<file path="config.mk">
export PLATFORM = sky130hd
export DESIGN_NAME = bank_word_sequencer
export DESIGN_NICKNAME = d
export VERILOG_FILES = /design/src/rtl/bank_seq_pkg.sv /design/src/rtl/bank_word_sequencer_onehot.sv /design/src/rtl/bank_word_sequencer.sv
export SDC_FILE = /design/constraint.sdc
export NUM_CORES = 1
export LEC_CHECK = 0
export CORE_AREA = 2 2 419 421
export DETAILED_ROUTE_END_ITERATION = 10
export DIE_AREA = 0 0 421 423
export MAX_ROUTING_LAYER = met4
export PLACE_DENSITY = 0.41
export SETUP_SLACK_MARGIN = 0.4
export SLEW_MARGIN = 20
export SYNTH_ARGS = -nofsm -noshare
export SYNTH_HDL_FRONTEND = slang
export SYNTH_SLANG_ARGS = --single-unit
</file>
<file path="constraint.sdc">
create_clock -name clk -period 3.35 [get_ports clk]
set_clock_uncertainty 0.15 [all_clocks]
set_input_delay 0.335 -clock clk [delete_from_list [all_inputs] [get_ports clk]]
set_output_delay 0.335 -clock clk [all_outputs]
set_load 0.02 [all_outputs]
</file>
<file path="src/rtl/bank_seq_pkg.sv">
// Shared types and default sizing for the bank word-line sequencer.
package bank_seq_pkg;

  localparam int unsigned ADDR_W_DEF = 10;
  localparam int unsigned BANKS_DEF  = 4;
  localparam int unsigned CNT_W_DEF  = 8;

  typedef enum logic [2:0] {
    IDLE,
    SETUP,
    ACTIVE,
    GAP,
    DONE
  } state_e;

endpackage

</file>
<file path="src/rtl/bank_word_sequencer_onehot.sv">
// Registered binary-to-one-hot decoder with synchronous active-low clear.
// N output bits; an index with no matching bit (idx >= N) drives all zeros.
module onehot_reg_decoder #(
  parameter int unsigned W = 1,
  parameter int unsigned N = (1 << W)
) (
  input  logic         clk,
  input  logic         rst_n,
  input  logic         en,
  input  logic [W-1:0] idx,
  output logic [N-1:0] onehot
);

  logic [N-1:0] onehot_d;
  logic [N-1:0] onehot_q;

  // Decode the index into a single set bit while enabled.
  always_comb begin
    onehot_d = '0;
    if (en) begin
      for (int unsigned i = 0; i < N; i++) begin
        if (idx == W'(i)) onehot_d[i] = 1'b1;
      end
    end
  end

  // Output register, cleared synchronously.
  always_ff @(posedge clk) begin
    if (!rst_n) onehot_q <= '0;
    else        onehot_q <= onehot_d;
  end

  assign onehot = onehot_q;

endmodule

</file>
<file path="src/rtl/bank_word_sequencer.sv">
// Bank word-line sequencer: single-word or auto-incrementing sweep with
// programmable pulse and break-before-make gap lengths.
module bank_word_sequencer
  import bank_seq_pkg::*;
#(
  parameter  int unsigned ADDR_W = ADDR_W_DEF,
  parameter  int unsigned BANKS  = BANKS_DEF,
  parameter  int unsigned CNT_W  = CNT_W_DEF,
  localparam int unsigned BANK_W = (BANKS > 1) ? $clog2(BANKS) : 1
) (
  input  logic                     clk,
  input  logic                     rst_n,
  input  logic                     start,
  input  logic                     mode,
  input  logic                     abort,
  input  logic [BANK_W-1:0]        bank_sel,
  input  logic [ADDR_W-1:0]        addr_start,
  input  logic [ADDR_W-1:0]        addr_end,
  input  logic [CNT_W-1:0]         pulse_len,
  input  logic [CNT_W-1:0]         gap_len,
  output logic                     busy,
  output logic                     done,
  output logic [ADDR_W-1:0]        cur_addr,
  output logic [(1<<ADDR_W)-1:0]   word_line,
  output logic [BANKS-1:0]         bank_en
);

  state_e              state_q, state_d;
  logic                mode_q,  mode_d;
  logic [BANK_W-1:0]   bank_q,  bank_d;
  logic [ADDR_W-1:0]   addr_q,  addr_d;
  logic [ADDR_W-1:0]   end_q,   end_d;
  logic [CNT_W-1:0]    pulse_q, pulse_d;
  logic [CNT_W-1:0]    gap_q,   gap_d;
  logic [CNT_W-1:0]    cnt_q,   cnt_d;
  logic [CNT_W-1:0]    eff_pulse;
  logic [CNT_W-1:0]    eff_gap;
  logic                lines_en;

  // State and operand registers.
  always_ff @(posedge clk) begin
    if (!rst_n) begin
      state_q <= IDLE;
      mode_q  <= 1'b0;
      bank_q  <= '0;
      addr_q  <= '0;
      end_q   <= '0;
      pulse_q <= '0;
      gap_q   <= '0;
      cnt_q   <= '0;
    end else begin
      state_q <= state_d;
      mode_q  <= mode_d;
      bank_q  <= bank_d;
      addr_q  <= addr_d;
      end_q   <= end_d;
      pulse_q <= pulse_d;
      gap_q   <= gap_d;
      cnt_q   <= cnt_d;
    end
  end

  // Next-state, operand latch and pulse/gap counter.
  always_comb begin
    eff_pulse = (pulse_q == '0) ? CNT_W'(1) : pulse_q;
    eff_gap   = (gap_q   == '0) ? CNT_W'(1) : gap_q;
    state_d   = state_q;
    mode_d    = mode_q;
    bank_d    = bank_q;
    addr_d    = addr_q;
    end_d     = end_q;
    pulse_d   = pulse_q;
    gap_d     = gap_q;
    cnt_d     = cnt_q;
    case (state_q)
      IDLE: begin
        if (start && !abort) begin
          mode_d  = mode;
          bank_d  = bank_sel;
          addr_d  = addr_start;
          end_d   = addr_end;
          pulse_d = pulse_len;
          gap_d   = gap_len;
          state_d = SETUP;
        end
      end
      SETUP: begin
        cnt_d   = eff_pulse;
        state_d = ACTIVE;
      end
      ACTIVE: begin
        if (cnt_q == CNT_W'(1)) begin
          if (!mode_q || (addr_q == end_q)) begin
            state_d = DONE;
          end else begin
            state_d = GAP;
            addr_d  = addr_q + 1'b1;
            cnt_d   = eff_gap;
          end
        end else begin
          cnt_d = cnt_q - 1'b1;
        end
      end
      GAP: begin
        if (cnt_q == CNT_W'(1)) begin
          state_d = ACTIVE;
          cnt_d   = eff_pulse;
        end else begin
          cnt_d = cnt_q - 1'b1;
        end
      end
      DONE:    state_d = IDLE;
      default: state_d = IDLE;
    endcase
    if (abort && (state_q != IDLE)) begin
      state_d = IDLE;
      addr_d  = addr_q;
    end
  end

  // Handshake outputs decode straight from the state register.
  always_comb begin
    busy     = (state_q != IDLE);
    done     = (state_q == DONE);
    cur_addr = addr_q;
    lines_en = (state_d == ACTIVE);
  end

  // Decoders are fed next-state values so their registered outputs line up
  // with the ACTIVE state and drop on the same edge as abort or reset.
  onehot_reg_decoder #(
    .W (ADDR_W),
    .N (1 << ADDR_W)
  ) u_word_dec (
    .clk    (clk),
    .rst_n  (rst_n),
    .en     (lines_en),
    .idx    (addr_d),
    .onehot (word_line)
  );

  onehot_reg_decoder #(
    .W (BANK_W),
    .N (BANKS)
  ) u_bank_dec (
    .clk    (clk),
    .rst_n  (rst_n),
    .en     (lines_en),
    .idx    (bank_d),
    .onehot (bank_en)
  );

endmodule

</file>
==> impl_metrics.yaml <==
status:
  status: "complete, no violations"
cells_and_area:
  seq_area_mm2: 0.0216
  nFillCells: 17000
  fin_nets: 4313
  multi_input_area_mm2: 0.0126
  drive_gt1_frac: 0.353
  mostFrequentLayoutCell: "clkdlybuf4s50_1"
  area_growth_pct: 104
  final_cell_mix: "clkdlybuf4s50_1, dfxtp_1, nor3_2"
die:
  die_area_mm2: 0.178
  initial_core_util: 0.175
  die_h_um: 423
  ioPinCount: 1083
  rows: 153
  die_x_um: 421
  fp.coreArea_mm2: 0.173
timing:
  fmax_mhz: 327
  layout_min_cycle_time_ns: 3.06
  finalSetupViolCount: 0
  hold_violations: 0
  tightestPinTransition_ns: 0.783
  relSlewSlack: 0.478
  final.setup.worst_slack_ns: 0.293
  rsz0062_at_grt: "yes"
  period_share: 0.913
  final_max_slew_viol_count: 0
detailed_routing:
  post_drt_via_cell_ratio: 4.36
  drtIter0Drc: 2214
  drtAntennaViolNets: 0
  wl_per_cell_um: 30.8
  wirelength_mm: 206
  num_vias: 29200
  drt-pass1-iter-count: 5
  drcViolationCount: 0
synth:
  synth_fp_nets: 2851
  synth_area_per_cell_um2: 10.8
  synth_cell_types: 75
  ys_ff_latch: 1078
  synth-compound-area-share: 0.0255
  synth-xor-area-share: 0.00376
  synthAdderAreaFrac: 0.00124
  synth_warnings: 0
  ys_seq_area_frac: 0.713
  synth-edff-count: 0
  synthesis.area_mm2: 0.0303
  synth-simple-area-share: 0.211
  synthMuxAreaShare: 0.00236
  async_flop_share: 0
  synth_ff_type: "dfxtp_1"
  synth_top_family_by_area: "simple AND/OR/NAND/NOR gates"
  synthCells: 2805
global_route:
  grt_pass1_vias: 25400
  grt_pass1_wl_mm: 216
  track_usage: 0.177
  gr-total-overflow: 0
  grt_max_degree: 56
  antenna_found_initial: 7
setup_path:
  cp_max_fo: 28
  crit_path_end_kind: "flop"
  slowest_stage: "dfxtp_2"
  criticalPathCategory: "reg -> reg"
  critPathMaxStageDelay_ns: 0.33
  crit_path_cell_trace: "inv_2, ha_4, nor3b_4, buf_6, nand4_1, buf_4, a31oi_4, buf_4, a31o_4, buf_4, nor3_4, buf_12, buf_4, nand3_4, buf_16, nor3_1"
  worst_ep_required_time_ns: 3.86
  worstPathArrival_ns: 3.57
  crit_path_frequent_cell: "buf_4"
  crit_path_start_kind: "flop"
placed_design:
  dp_hpwl_mm: 109
  port_buffers: 1082
  dp_slack_ns: -0.362
  gp_congestion: 0.801
clock_tree:
  cts_made_buffers: 116
  clk_pin_slew_ns: 0.06
  htreeDepth: 3
  insertion_delay_ns: 0.73
  clock_tree.buffer_depth: 3
  cts.sinks: 1078
  tritoncts: "yes"
  clock-root-buffer: "clkbuf_16"
power:
  leakagePower_nw: 22.9
  powerDensity_mw_per_mm2: 478
  vdd_drop_max_mv: 0.422
  power.total_w: 0.0296
min_path:
  hold_class: "in -> reg"
job:
  drv_cap: 0
-- kinds of logic (layout without fill, tap and decap cells) --
| family | Yosys count | in the layout |
|---|---|---|
| mux | 7 | 7 |
| compound gates | 114 | 114 |
| simple gates | 1265 | 1268 |
| other cells | 0 | 6 |
| buf+inv | 325 | 1877 |
| fa+ha+maj | 3 | 3 |
| flops | 1078 | 1078 |
| xor+xnor | 13 | 13 |
-- report_power, final --
group          switching [W]  internal (W)
clock network        0.00560       0.00752
registers          0.0000385        0.0129
logic                0.00221       0.00135
total                0.00785        0.0217
-- layer usage --
layer / track usage / wire [um]
met1: 0.203 / 83700
met2: 0.306 / 103000
met3: 0.0368 / 12000
met4: 0.0616 / 7280
met5: - / 0
-- state kept, by name (all words and copies together), names as in the netlist --
register / count
bank_q: 2
pulse_q: 8
u_bank_dec.onehot: 4
cnt_q: 8
gap_q: 8
cur_addr: 10
mode_q: 1
u_word_dec.onehot: 1024
end_q: 10
state_q: 3
-- worst max-delay path, delay by kind of cell, from the launching register on --
kind,cells,cell delay (ns)
flops,1,0.33
compound gates,2,0.29
fa+ha+maj,1,0.15
buf+inv,8,1.09
simple gates,5,0.86
-- path summary, 6_finish.rpt --
path / from / end / slack (ns) / cells past startpoint
min: addr_end[8] / end_q[8] / 0.11 / 3
min reg2reg: pulse_q[0] / pulse_q[0] / 0.31 / 2
max reg2reg: cnt_q[1] / u_word_dec.onehot[420] / 0.29 / 16
max: cnt_q[1] / u_word_dec.onehot[420] / 0.29 / 16
-- timing repair --
action | CTS | global route
gates cloned | 5 | 175
gates resized for setup | 66 | 1176
setup endpoints to repair | 1024 | 1023
buffers inserted | 29 | 108
pin swaps | 17 | 202
hold endpoints to repair | 25 | 0
hold buffers | 25 | 0
-- area by class of cell --
| class | instances | share of cell area |
|---|---|---|
| diodes | 6 | 0.000243 |
| clock buffers | 179 | 0.0561 |
| clock inverters | 32 | 0.00714 |
| inverters | 9 | 0.000546 |
| multi-input cells | 1405 | 0.204 |
| flip-flops and latches | 1078 | 0.349 |
| well taps | 2325 | 0.0470 |
| repair buffers | 1657 | 0.335 |
-- synthesized netlist by cell type, types with 3 or more instances --
| master | number | share of area |
|---|---|---|
| a31oi_1 | 7 | 0.0014 |
| buf_2 | 47 | 0.0078 |
| o21ai_0 | 12 | 0.0020 |
| and2_1 | 4 | 0.00083 |
| nand4_1 | 22 | 0.0045 |
| nor2b_1 | 3 | 0.00062 |
| nand3b_1 | 4 | 0.00099 |
| buf_1 | 33 | 0.0041 |
| nand3_2 | 9 | 0.0030 |
| a311oi_1 | 3 | 0.00087 |
| nand2_1 | 86 | 0.011 |
| mux2i_1 | 6 | 0.0020 |
| dfxtp_1 | 1078 | 0.71 |
| a31o_2 | 4 | 0.0012 |
| o211ai_1 | 4 | 0.00099 |
| a21oi_1 | 44 | 0.0073 |
| o2111ai_1 | 3 | 0.00087 |
| inv_1 | 8 | 0.00099 |
| and3_1 | 6 | 0.0012 |
| nor4_1 | 3 | 0.00062 |
| o22ai_1 | 5 | 0.0010 |
| clkbuf_1 | 233 | 0.029 |
| nor3_1 | 907 | 0.15 |
| nor2_1 | 156 | 0.019 |
| xor2_1 | 11 | 0.0032 |
| nand2b_1 | 3 | 0.00062 |
| nand3_4 | 8 | 0.0046 |
| nand4_2 | 3 | 0.0012 |
| a211oi_1 | 3 | 0.00074 |
| nand3_1 | 27 | 0.0045 |
| ha_1 | 3 | 0.0012 |
-- per-stage QoR --
stage               setup TNS [ns]  hold WS (ns)  std cells  utilization  cell area, um2
floorplan                        0         0.286       2805            -           30300
global placement           -151.04         0.301       6132        0.267           46200
detailed placement         -125.71         0.302       6132        0.267           46200
CTS                              0        0.0117       6402        0.295           51200
global route                     0        0.0647       6690        0.357           61900
finish                           0         0.107       6691        0.357           61900
No activity file was read; power rests on OpenSTA's default activity.
